<file path="config.mk">
export PLATFORM = sky130hd
export DESIGN_NAME = regfile_sb_flat
export DESIGN_NICKNAME = d
export VERILOG_FILES = /design/src/rtl/riscv_pkg.sv /design/src/rtl/regfile_sb_if.sv /design/src/rtl/rf_scoreboard.sv /design/src/rtl/regfile_sb.sv /design/src/flat_wrapper.sv
export SDC_FILE = /design/constraint.sdc
export NUM_CORES = 1
export LEC_CHECK = 0
export CAP_MARGIN = 20
export CORE_ASPECT_RATIO = 0.5
export CORE_MARGIN = 3
export CORE_UTILIZATION = 26
export DETAILED_ROUTE_END_ITERATION = 10
export PLACE_DENSITY_LB_ADDON = 0.12
export SLEW_MARGIN = 20
export SYNTH_ARGS = -nofsm -noshare
export SYNTH_HDL_FRONTEND = slang
export SYNTH_HIERARCHICAL = 1
export SYNTH_SLANG_ARGS = --single-unit
</file>
<file path="constraint.sdc">
create_clock -name clk -period 4.6 [get_ports clk]
set_clock_uncertainty 0.1 [all_clocks]
set_input_delay 0.69 -clock clk [delete_from_list [all_inputs] [get_ports clk]]
set_output_delay 0.69 -clock clk [all_outputs]
set_load 0.005 [all_outputs]
</file>
<file path="src/rtl/riscv_pkg.sv">
// Shared RISC-V integer-pipeline definitions: default widths, register-file
// init encodings and the register-file sequencer state type.
package riscv_pkg;

    localparam int XLEN  = 32;
    localparam int NREGS = 32;

    // Register-file preload patterns applied after reset
    localparam int INIT_ZERO  = 0;
    localparam int INIT_INDEX = 1;

    typedef enum logic {
        INIT = 1'b0,
        RUN  = 1'b1
    } rf_state_e;

endpackage

</file>
<file path="src/rtl/regfile_sb_if.sv">
// Decode/writeback-side bus of the integer register file: read ports,
// writeback, issue/flush for the scoreboard, and the ready indication.
interface regfile_sb_if #(
    parameter int XLEN  = 32,
    parameter int NREGS = 32,
    parameter int NRD   = 2
);
    localparam int AW = $clog2(NREGS);

    logic [NRD*AW-1:0]   rd_addr;
    logic [NRD*XLEN-1:0] rd_data;
    logic [NRD-1:0]      rd_busy;
    logic                wr_en;
    logic [AW-1:0]       wr_addr;
    logic [XLEN-1:0]     wr_data;
    logic                iss_en;
    logic [AW-1:0]       iss_rd;
    logic                flush;
    logic                ready;

    modport master (
        output rd_addr, wr_en, wr_addr, wr_data, iss_en, iss_rd, flush,
        input  rd_data, rd_busy, ready
    );

    modport slave (
        input  rd_addr, wr_en, wr_addr, wr_data, iss_en, iss_rd, flush,
        output rd_data, rd_busy, ready
    );
endinterface

</file>
<file path="src/rtl/rf_scoreboard.sv">
// One busy bit per register for ID-stage hazard detection; issue sets,
// writeback clears, flush clears all. x0 is never busy.
module rf_scoreboard #(
    parameter int NREGS = 32,
    parameter int NRD   = 2,
    parameter int AW    = $clog2(NREGS)
) (
    input  logic              clk,
    input  logic              rst_n,
    input  logic              run,
    input  logic              wr_en,
    input  logic [AW-1:0]     wr_addr,
    input  logic              iss_en,
    input  logic [AW-1:0]     iss_rd,
    input  logic              flush,
    input  logic [NRD*AW-1:0] rd_addr,
    output logic [NRD-1:0]    rd_busy
);
    logic [NREGS-1:0] busy_q;
    logic [NREGS-1:0] busy_d;

    // Set is applied after clear so a new producer supersedes a retiring one
    always_comb begin
        busy_d = busy_q;
        if (run) begin
            if (flush) begin
                busy_d = '0;
            end else begin
                if (wr_en)  busy_d[wr_addr] = 1'b0;
                if (iss_en) busy_d[iss_rd]  = 1'b1;
            end
        end
        busy_d[0] = 1'b0;
    end

    always_ff @(posedge clk) begin
        if (!rst_n) busy_q <= '0;
        else        busy_q <= busy_d;
    end

    for (genvar i = 0; i < NRD; i++) begin : g_busy
        logic [AW-1:0] addr;
        assign addr = rd_addr[i*AW +: AW];
        // A same-cycle writeback releases the hazard without a bubble
        assign rd_busy[i] = run && busy_q[addr] && !(wr_en && wr_addr == addr)
                            && (addr != '0);
    end

endmodule

</file>
<file path="src/rtl/regfile_sb.sv">
// Parametrised integer register file: NRD registered read ports with
// write-first bypass, one write port, post-reset preload and scoreboard.
module regfile_sb #(
    parameter int XLEN      = riscv_pkg::XLEN,
    parameter int NREGS     = riscv_pkg::NREGS,
    parameter int NRD       = 2,
    parameter int INIT_MODE = riscv_pkg::INIT_ZERO
) (
    input logic         clk,
    input logic         rst_n,
    regfile_sb_if.slave bus
);
    import riscv_pkg::*;

    localparam int            AW   = $clog2(NREGS);
    localparam logic [AW-1:0] LAST = AW'(NREGS - 1);

    rf_state_e       state_q, state_d;
    logic [AW-1:0]   idx_q, idx_d;
    logic            run;
    logic [XLEN-1:0] init_val;
    logic [XLEN-1:0] mem [NREGS];

    assign run       = rst_n && (state_q == RUN);
    assign bus.ready = (state_q == RUN);
    assign init_val  = (INIT_MODE == INIT_INDEX) ? XLEN'(idx_q) : '0;

    always_ff @(posedge clk) begin
        if (!rst_n) begin
            state_q <= INIT;
            idx_q   <= AW'(1);
        end else begin
            state_q <= state_d;
            idx_q   <= idx_d;
        end
    end

    // idx stops at the last register; RUN is left only through reset
    always_comb begin
        state_d = state_q;
        idx_d   = idx_q;
        if (state_q == INIT) begin
            if (idx_q == LAST) state_d = RUN;
            else               idx_d   = idx_q + AW'(1);
        end
    end

    // Storage is deliberately not reset; the init sequence preloads it
    always_ff @(posedge clk) begin
        if (rst_n && state_q == INIT)
            mem[idx_q] <= init_val;
        else if (run && bus.wr_en && bus.wr_addr != '0)
            mem[bus.wr_addr] <= bus.wr_data;
    end

    for (genvar i = 0; i < NRD; i++) begin : g_rd
        logic [AW-1:0]   addr;
        logic [XLEN-1:0] data_q;

        assign addr = bus.rd_addr[i*AW +: AW];

        always_ff @(posedge clk) begin
            if (!run)
                data_q <= '0;
            else if (addr == '0)
                data_q <= '0;
            else if (bus.wr_en && bus.wr_addr == addr)
                data_q <= bus.wr_data;
            else
                data_q <= mem[addr];
        end

        assign bus.rd_data[i*XLEN +: XLEN] = data_q;
    end

    rf_scoreboard #(
        .NREGS (NREGS),
        .NRD   (NRD),
        .AW    (AW)
    ) u_scoreboard (
        .clk     (clk),
        .rst_n   (rst_n),
        .run     (run),
        .wr_en   (bus.wr_en),
        .wr_addr (bus.wr_addr),
        .iss_en  (bus.iss_en),
        .iss_rd  (bus.iss_rd),
        .flush   (bus.flush),
        .rd_addr (bus.rd_addr),
        .rd_busy (bus.rd_busy)
    );

endmodule

</file>
<file path="src/flat_wrapper.sv">
// flat-port wrapper written by rule: the top's interface ports become plain ports
module regfile_sb_flat import riscv_pkg::*;
#(
    parameter int XLEN      = riscv_pkg::XLEN,
    parameter int NREGS     = riscv_pkg::NREGS,
    parameter int NRD       = 2,
    parameter int INIT_MODE = riscv_pkg::INIT_ZERO
)
  (clk, rst_n, bus_rd_addr, bus_wr_en, bus_wr_addr, bus_wr_data, bus_iss_en, bus_iss_rd, bus_flush, bus_rd_data, bus_rd_busy, bus_ready);
  regfile_sb_if #(.XLEN(XLEN), .NREGS(NREGS), .NRD(NRD)) bus_i ();
  input logic clk;
  input logic rst_n;
  input wire logic [$bits(bus_i.rd_addr)-1:0] bus_rd_addr;
  input wire logic [$bits(bus_i.wr_en)-1:0] bus_wr_en;
  input wire logic [$bits(bus_i.wr_addr)-1:0] bus_wr_addr;
  input wire logic [$bits(bus_i.wr_data)-1:0] bus_wr_data;
  input wire logic [$bits(bus_i.iss_en)-1:0] bus_iss_en;
  input wire logic [$bits(bus_i.iss_rd)-1:0] bus_iss_rd;
  input wire logic [$bits(bus_i.flush)-1:0] bus_flush;
  output wire logic [$bits(bus_i.rd_data)-1:0] bus_rd_data;
  output wire logic [$bits(bus_i.rd_busy)-1:0] bus_rd_busy;
  output wire logic [$bits(bus_i.ready)-1:0] bus_ready;
  assign bus_i.rd_addr = bus_rd_addr;
  assign bus_i.wr_en = bus_wr_en;
  assign bus_i.wr_addr = bus_wr_addr;
  assign bus_i.wr_data = bus_wr_data;
  assign bus_i.iss_en = bus_iss_en;
  assign bus_i.iss_rd = bus_iss_rd;
  assign bus_i.flush = bus_flush;
  assign bus_rd_data = bus_i.rd_data;
  assign bus_rd_busy = bus_i.rd_busy;
  assign bus_ready = bus_i.ready;
  regfile_sb #(.XLEN(XLEN), .NREGS(NREGS), .NRD(NRD), .INIT_MODE(INIT_MODE)) u_core (.clk(clk), .rst_n(rst_n), .bus(bus_i));
endmodule
</file>
Word-level counts from Yosys, hierarchy flattened
Memories as Yosys holds them, arrays and structs flattened. A register that Yosys moved wholly into a read port is not among the register bits.
Index checks and enable logic that the tools add are counted.
Storage, ports and cells
  input bits: 57
  logic and storage cells: 69
  RAM bits: 1024
  flip-flop bits (word level): 38
  memories kept: 1
Memories
  u_core.mem: words 32, bits a word 32, read ports 2, clocked after memory_dff 2, write ports 1, RTL line regfile_sb.sv:22  | logic [XLEN-1:0] mem [NREGS];
Operators by class
  magnitude comparators: 6
  add/sub/neg operators: 1
  multiplexer cells: 23
  bitwise operators: 6
  reductions and logical operators: 25
  equality and inequality tests: 3
Operators by type and width (number)
  $mux 32: 6
  $and 32x32->32: 1
  $not 32->32: 1
  $or 32x32->32: 1
  $reduce_or 32->1: 1
  $lt 5x6->1 const B: 4
  $reduce_bool 5->1: 3
  $logic_and 1x1->1: 14
  $mux 1: 12
  $bmux 1 s5: 2
  $demux 1 s5: 2
  $eq 5x5->1: 2
  $ge 5x1->1 const B: 2
  $logic_not 5->1: 2
  $add 5x1->5 const B: 1
  $eq 5x5->1 const B: 1
  $mux 5: 1
  $reduce_or 2->1: 2
  $not 1->1: 3
  $logic_not 1->1: 2
  $reduce_and 2->1: 1

Depth between registers and ports, before layout
Gate-level depths: netlist of the first run.
  depth after elaboration: 12
  depth in mapped cells: 10
  depth with buffers taken out: 7

Hierarchy
The synthesis of the first run kept the hierarchy.
By module, submodules not included
  regfile_sb: cells an instance 2996, seq. area each 32150.8 um^2, times used 1, area an instance 50561.0 um^2
  rf_scoreboard: cells an instance 273, seq. area each 620.6 um^2, times used 1, area an instance 2349.8 um^2

Least setup slack after synthesis of the first run
Ideal clock, no wire load.
  path type: input port to flip-flop
  from: input bus_wr_addr[4]
  to: memory u_core.mem[17][0], enable pin
  cell stages on the path: 7
  data arrival time: 3370 ps
  library setup time: 421 ps
  setup slack: 709 ps
  cells stage by stage: clkbuf_1 inv_1 a21oi_2 mux2i_1 nor2b_1 nand2_1 nor2_1
On the way
  longest elaborated chain between the ends: 7
  elaborated cells on any way between the ends: 8
Ends and longest elaborated chain
  from (decl): RTL line flat_wrapper.sv:15  | input wire logic [$bits(bus_i.wr_addr)-1:0] bus_wr_addr;
  $reduce_bool 5->1: RTL line regfile_sb.sv:52  | else if (run && bus.wr_en && bus.wr_addr != '0)
  $logic_and 1x1->1: RTL line regfile_sb.sv:52
  $mux 1: RTL line regfile_sb.sv:52
  $mux 1: RTL line regfile_sb.sv:50  | if (rst_n && state_q == INIT)
  $mux 1 (not written as such): RTL line regfile_sb.sv:53  | mem[bus.wr_addr] <= bus.wr_data;
  $reduce_or 32->1 (no source line)
  $mux 5 (no source line) / $mux 1 (equally long branches)
  to (decl): RTL line regfile_sb.sv:22
Several ways; a longest one is shown, not always the timed one.

Worst setup path in the final report of the first run
  from: input bus_wr_addr[2]
  to: memory u_core.mem[23][12], enable pin
Same word-level chain as after synthesis.

==> results of run 1 <==
==> state kept, by name, summed over array words and instances (netlist names) <==
| signal | count |
|---|---|
| u_core/idx_q | 5 |
| u_core/u_scoreboard/busy_q | 31 |
| u_core/g_rd.data_q | 64 |
| u_core/mem | 1024 |
| u_core/bus.ready | 1 |
==> power by group <==
group	switching [mW]	total, mW	leakage [nW]	internal (mW)
Combinational	1.18	1.83	8.43	0.652
Sequential	0.0465	11.1	8.75	11.1
Clock	4.27	9.76	1.90	5.49
Total	5.50	22.7	19.1	17.2
==> synthesized netlist by cell type (31+ instances only) <==
library cell and count:
o21ai_0 34, nor2_1 114, mux2_2 128, nor3_1 102
clkbuf_1 154, a211oi_1 38, dfxtp_1 101, a21boi_0 32
a22o_1 31, a2111oi_0 34, edfxtp_1 1024, o22ai_1 94
a22oi_1 194, mux2i_1 326, inv_1 47, nand2_1 178
mux4_2 329, buf_2 74
==> kinds of logic (layout without fill, tap and decap cells) <==
| group | count (synthesis) | count (layout) | synth area share, % |
|---|---|---|---|
| mux | 788 | 788 | 23.1 |
| buf+inv | 306 | 590 | 2.47 |
| flops | 1125 | 1125 | 61.9 |
| fa+ha+maj | 2 | 2 | 0.0473 |
| other cells | 0 | 2 | 0 |
| xor+xnor | 18 | 18 | 0.298 |
| compound gates | 562 | 562 | 8.10 |
| simple gates | 468 | 468 | 4.00 |
==> per-stage QoR <==
| stage | worst slack [ns] | hold WS [ns] | util [%] | cells | total power, mW |
|---|---|---|---|---|---|
| after global routing | 0.440 | 0.433 | 31.2 | 6267 | 23.5 |
| after CTS | 0.560 | 0.397 | 31.2 | 6267 | 23.0 |
| after floorplan | 0.709 | 0.359 | - | 3269 | 12.4 |
| after detailed placement | -0.0629 | 0.383 | 29.3 | 6051 | 13.2 |
| after global placement | -0.0297 | 0.384 | 29.3 | 6050 | 13.2 |
| final | 0.538 | 0.398 | 31.2 | 6269 | 22.7 |
==> final timing paths <==
check                                                                    to                                        start  cells after the start
worst min-delay path            u_core/u_scoreboard/busy_q[16]$_SDFFE_PN0P_  u_core/u_scoreboard/busy_q[16]$_SDFFE_PN0P_                      2
worst min register to register  u_core/u_scoreboard/busy_q[16]$_SDFFE_PN0P_  u_core/u_scoreboard/busy_q[16]$_SDFFE_PN0P_                      2
worst max-delay path                           u_core/mem[23][12]$_DFFE_PP_                               bus_wr_addr[2]                      7
worst max register to register                 u_core/mem[23][12]$_DFFE_PP_                  u_core/bus.ready$_SDFF_PN0_                      6
==> routing by layer <==
| metal | vias to the layer above | share of wire (%) | track usage, % |
|---|---|---|---|
| li1 | 13800 | - | - |
| met1 | 18600 | 47 | 30.7 |
| met2 | 1338 | 45 | 31.5 |
| met3 | 238 | 6.2 | 2.82 |
| met4 | 0 | 2.1 | 4.57 |
| met5 | - | 0 | 0 |
==> critical path, cell delays in order <==
cell,delay [ns]
clkdlybuf4s50_1,0.79
nor4_4,0.51
a21oi_4,0.13
mux2i_1,0.76
nand3_1,0.52
nor2_4,0.56
buf_4,0.37
==> cell type report <==
| cell class | count | area (um^2) | share of cell area [%] |
|---|---|---|---|
| repair buffers | 327 | 3430 | 5.46 |
| multi-input cells | 1838 | 19200 | 30.6 |
| diodes | 2 | 5.00 | 0.00796 |
| inverters | 47 | 176 | 0.281 |
| flip-flops and latches | 1125 | 32800 | 52.1 |
| well taps | 2714 | 3400 | 5.40 |
| clock inverters | 54 | 614 | 0.978 |
| clock buffers | 162 | 3250 | 5.16 |
==> flow_summary.toml, run 1 <==
[setup_path]
critPathRequiredTime_ns = 4.90
cp-end-kind = "flip-flop"
cp-start-kind = "input port"
path_class = "in -> reg"
rrSetupSlack_ns = 0.55
worst_ep_arrival_time_ns = 4.36
critical_path_peak_fanout = 14

[detailed_routing]
ant_nets = 0
detail_route.wl_per_cell_um = 35.0
drc_errors = 0
first_pass_iters = 5
drt-initial-drc-count = 4033
finalWirelength_um = 220000
vias = 34000
routed_via_density = 5.42

[layout]
drive_gt1_share_pct = 26.5
layout_common_cells = "edfxtp_1, mux4_2, mux2i_1, a22oi_1, nand2_1"
layout_commonest_cell = "edfxtp_1"
fin_area_um2 = 62800
nNetsFinal = 3512
syn_to_final_growth_pct = 18.8
fill_cells = 19700

[global_route]
grt_max_degree = 79
grt_usage_pct = 20.5
grt_pass1_vias = 34400
antenna_found_initial = 15
grt_pass1_wl_um = 300000
overflow = 0

[placement]
place.port_buffers = 123
place_area_um2 = 59000
gp_congestion = 0.789
hpwl_um = 131000

[sta]
fin_setup_tns_ns = 0
setup_viol = 0
period_share_pct = 88.3
hold_viol_final = 0
worstMarginPinSlew_ns = 1.10
drv_slew = 0
slew_headroom_pct = 26.2
period_minus_slack_ns = 4.06
fmax_mhz = 246
rsz0062_at_grt = "false"

[synth]
syn-num-nets = 3328
synth_area_um2 = 52900
synth_top_area_cell = "edfxtp_1"
synth_top_area_share_pct = 58.1
synth.area.top_cells = "edfxtp_1, mux4_2, mux2i_1"
synth_cell_types = 71
ys_warn_count = 6
synth_ff_type = "edfxtp_1"
synthArstFlopShare_pct = 0
avgSynthCellArea_um2 = 16.2
ys_seq_area_share_pct = 61.9
synthCells = 3269
synth-seq-cells = 1125
synth_edf_count = 1024

[cts]
cts_setup_buffers = 0
clk_latency_ns = 0.75
clkTransAtPathRegs_ns = 0.07
ctsHoldBuffers = 0
clockRootBuffer = "clkbuf_16"
htreeDepth = 3
clock_path_buffers = 3
post_cts_resized = 0
cts_tree = "built"
cts_buffers = 114
clock_sinks = 1125

[die]
die_w_um = 644
start_util_pct = 26.3
core-area_um2 = 201000
io-pin-count = 124
die_h_um = 325
fp.dieArea_um2 = 209000
rows = 116

[run_status]
status = "finished, final reports clean"

[power]
p_per_area_nw_per_um2 = 362
leakagePower_nw = 19.1
ir_drop_mv = 0.279

[job]
maxCapViolations = 0

[min_path]
hold_path_class = "reg -> reg"
Note: power is estimated with default switching activity, not from simulation.
==> run 2: changes to the inputs <==
--- a/config.mk
+++ b/config.mk
@@ -11,6 +11,7 @@
 export CORE_UTILIZATION = 26
 export DETAILED_ROUTE_END_ITERATION = 10
 export PLACE_DENSITY_LB_ADDON = 0.12
+export SETUP_SLACK_MARGIN = 0.2
 export SLEW_MARGIN = 20
 export SYNTH_ARGS = -nofsm -noshare
 export SYNTH_HDL_FRONTEND = slang
==> results of run 2 <==
Same layout as run 1: the final DEF is identical, and so are final timing and power.
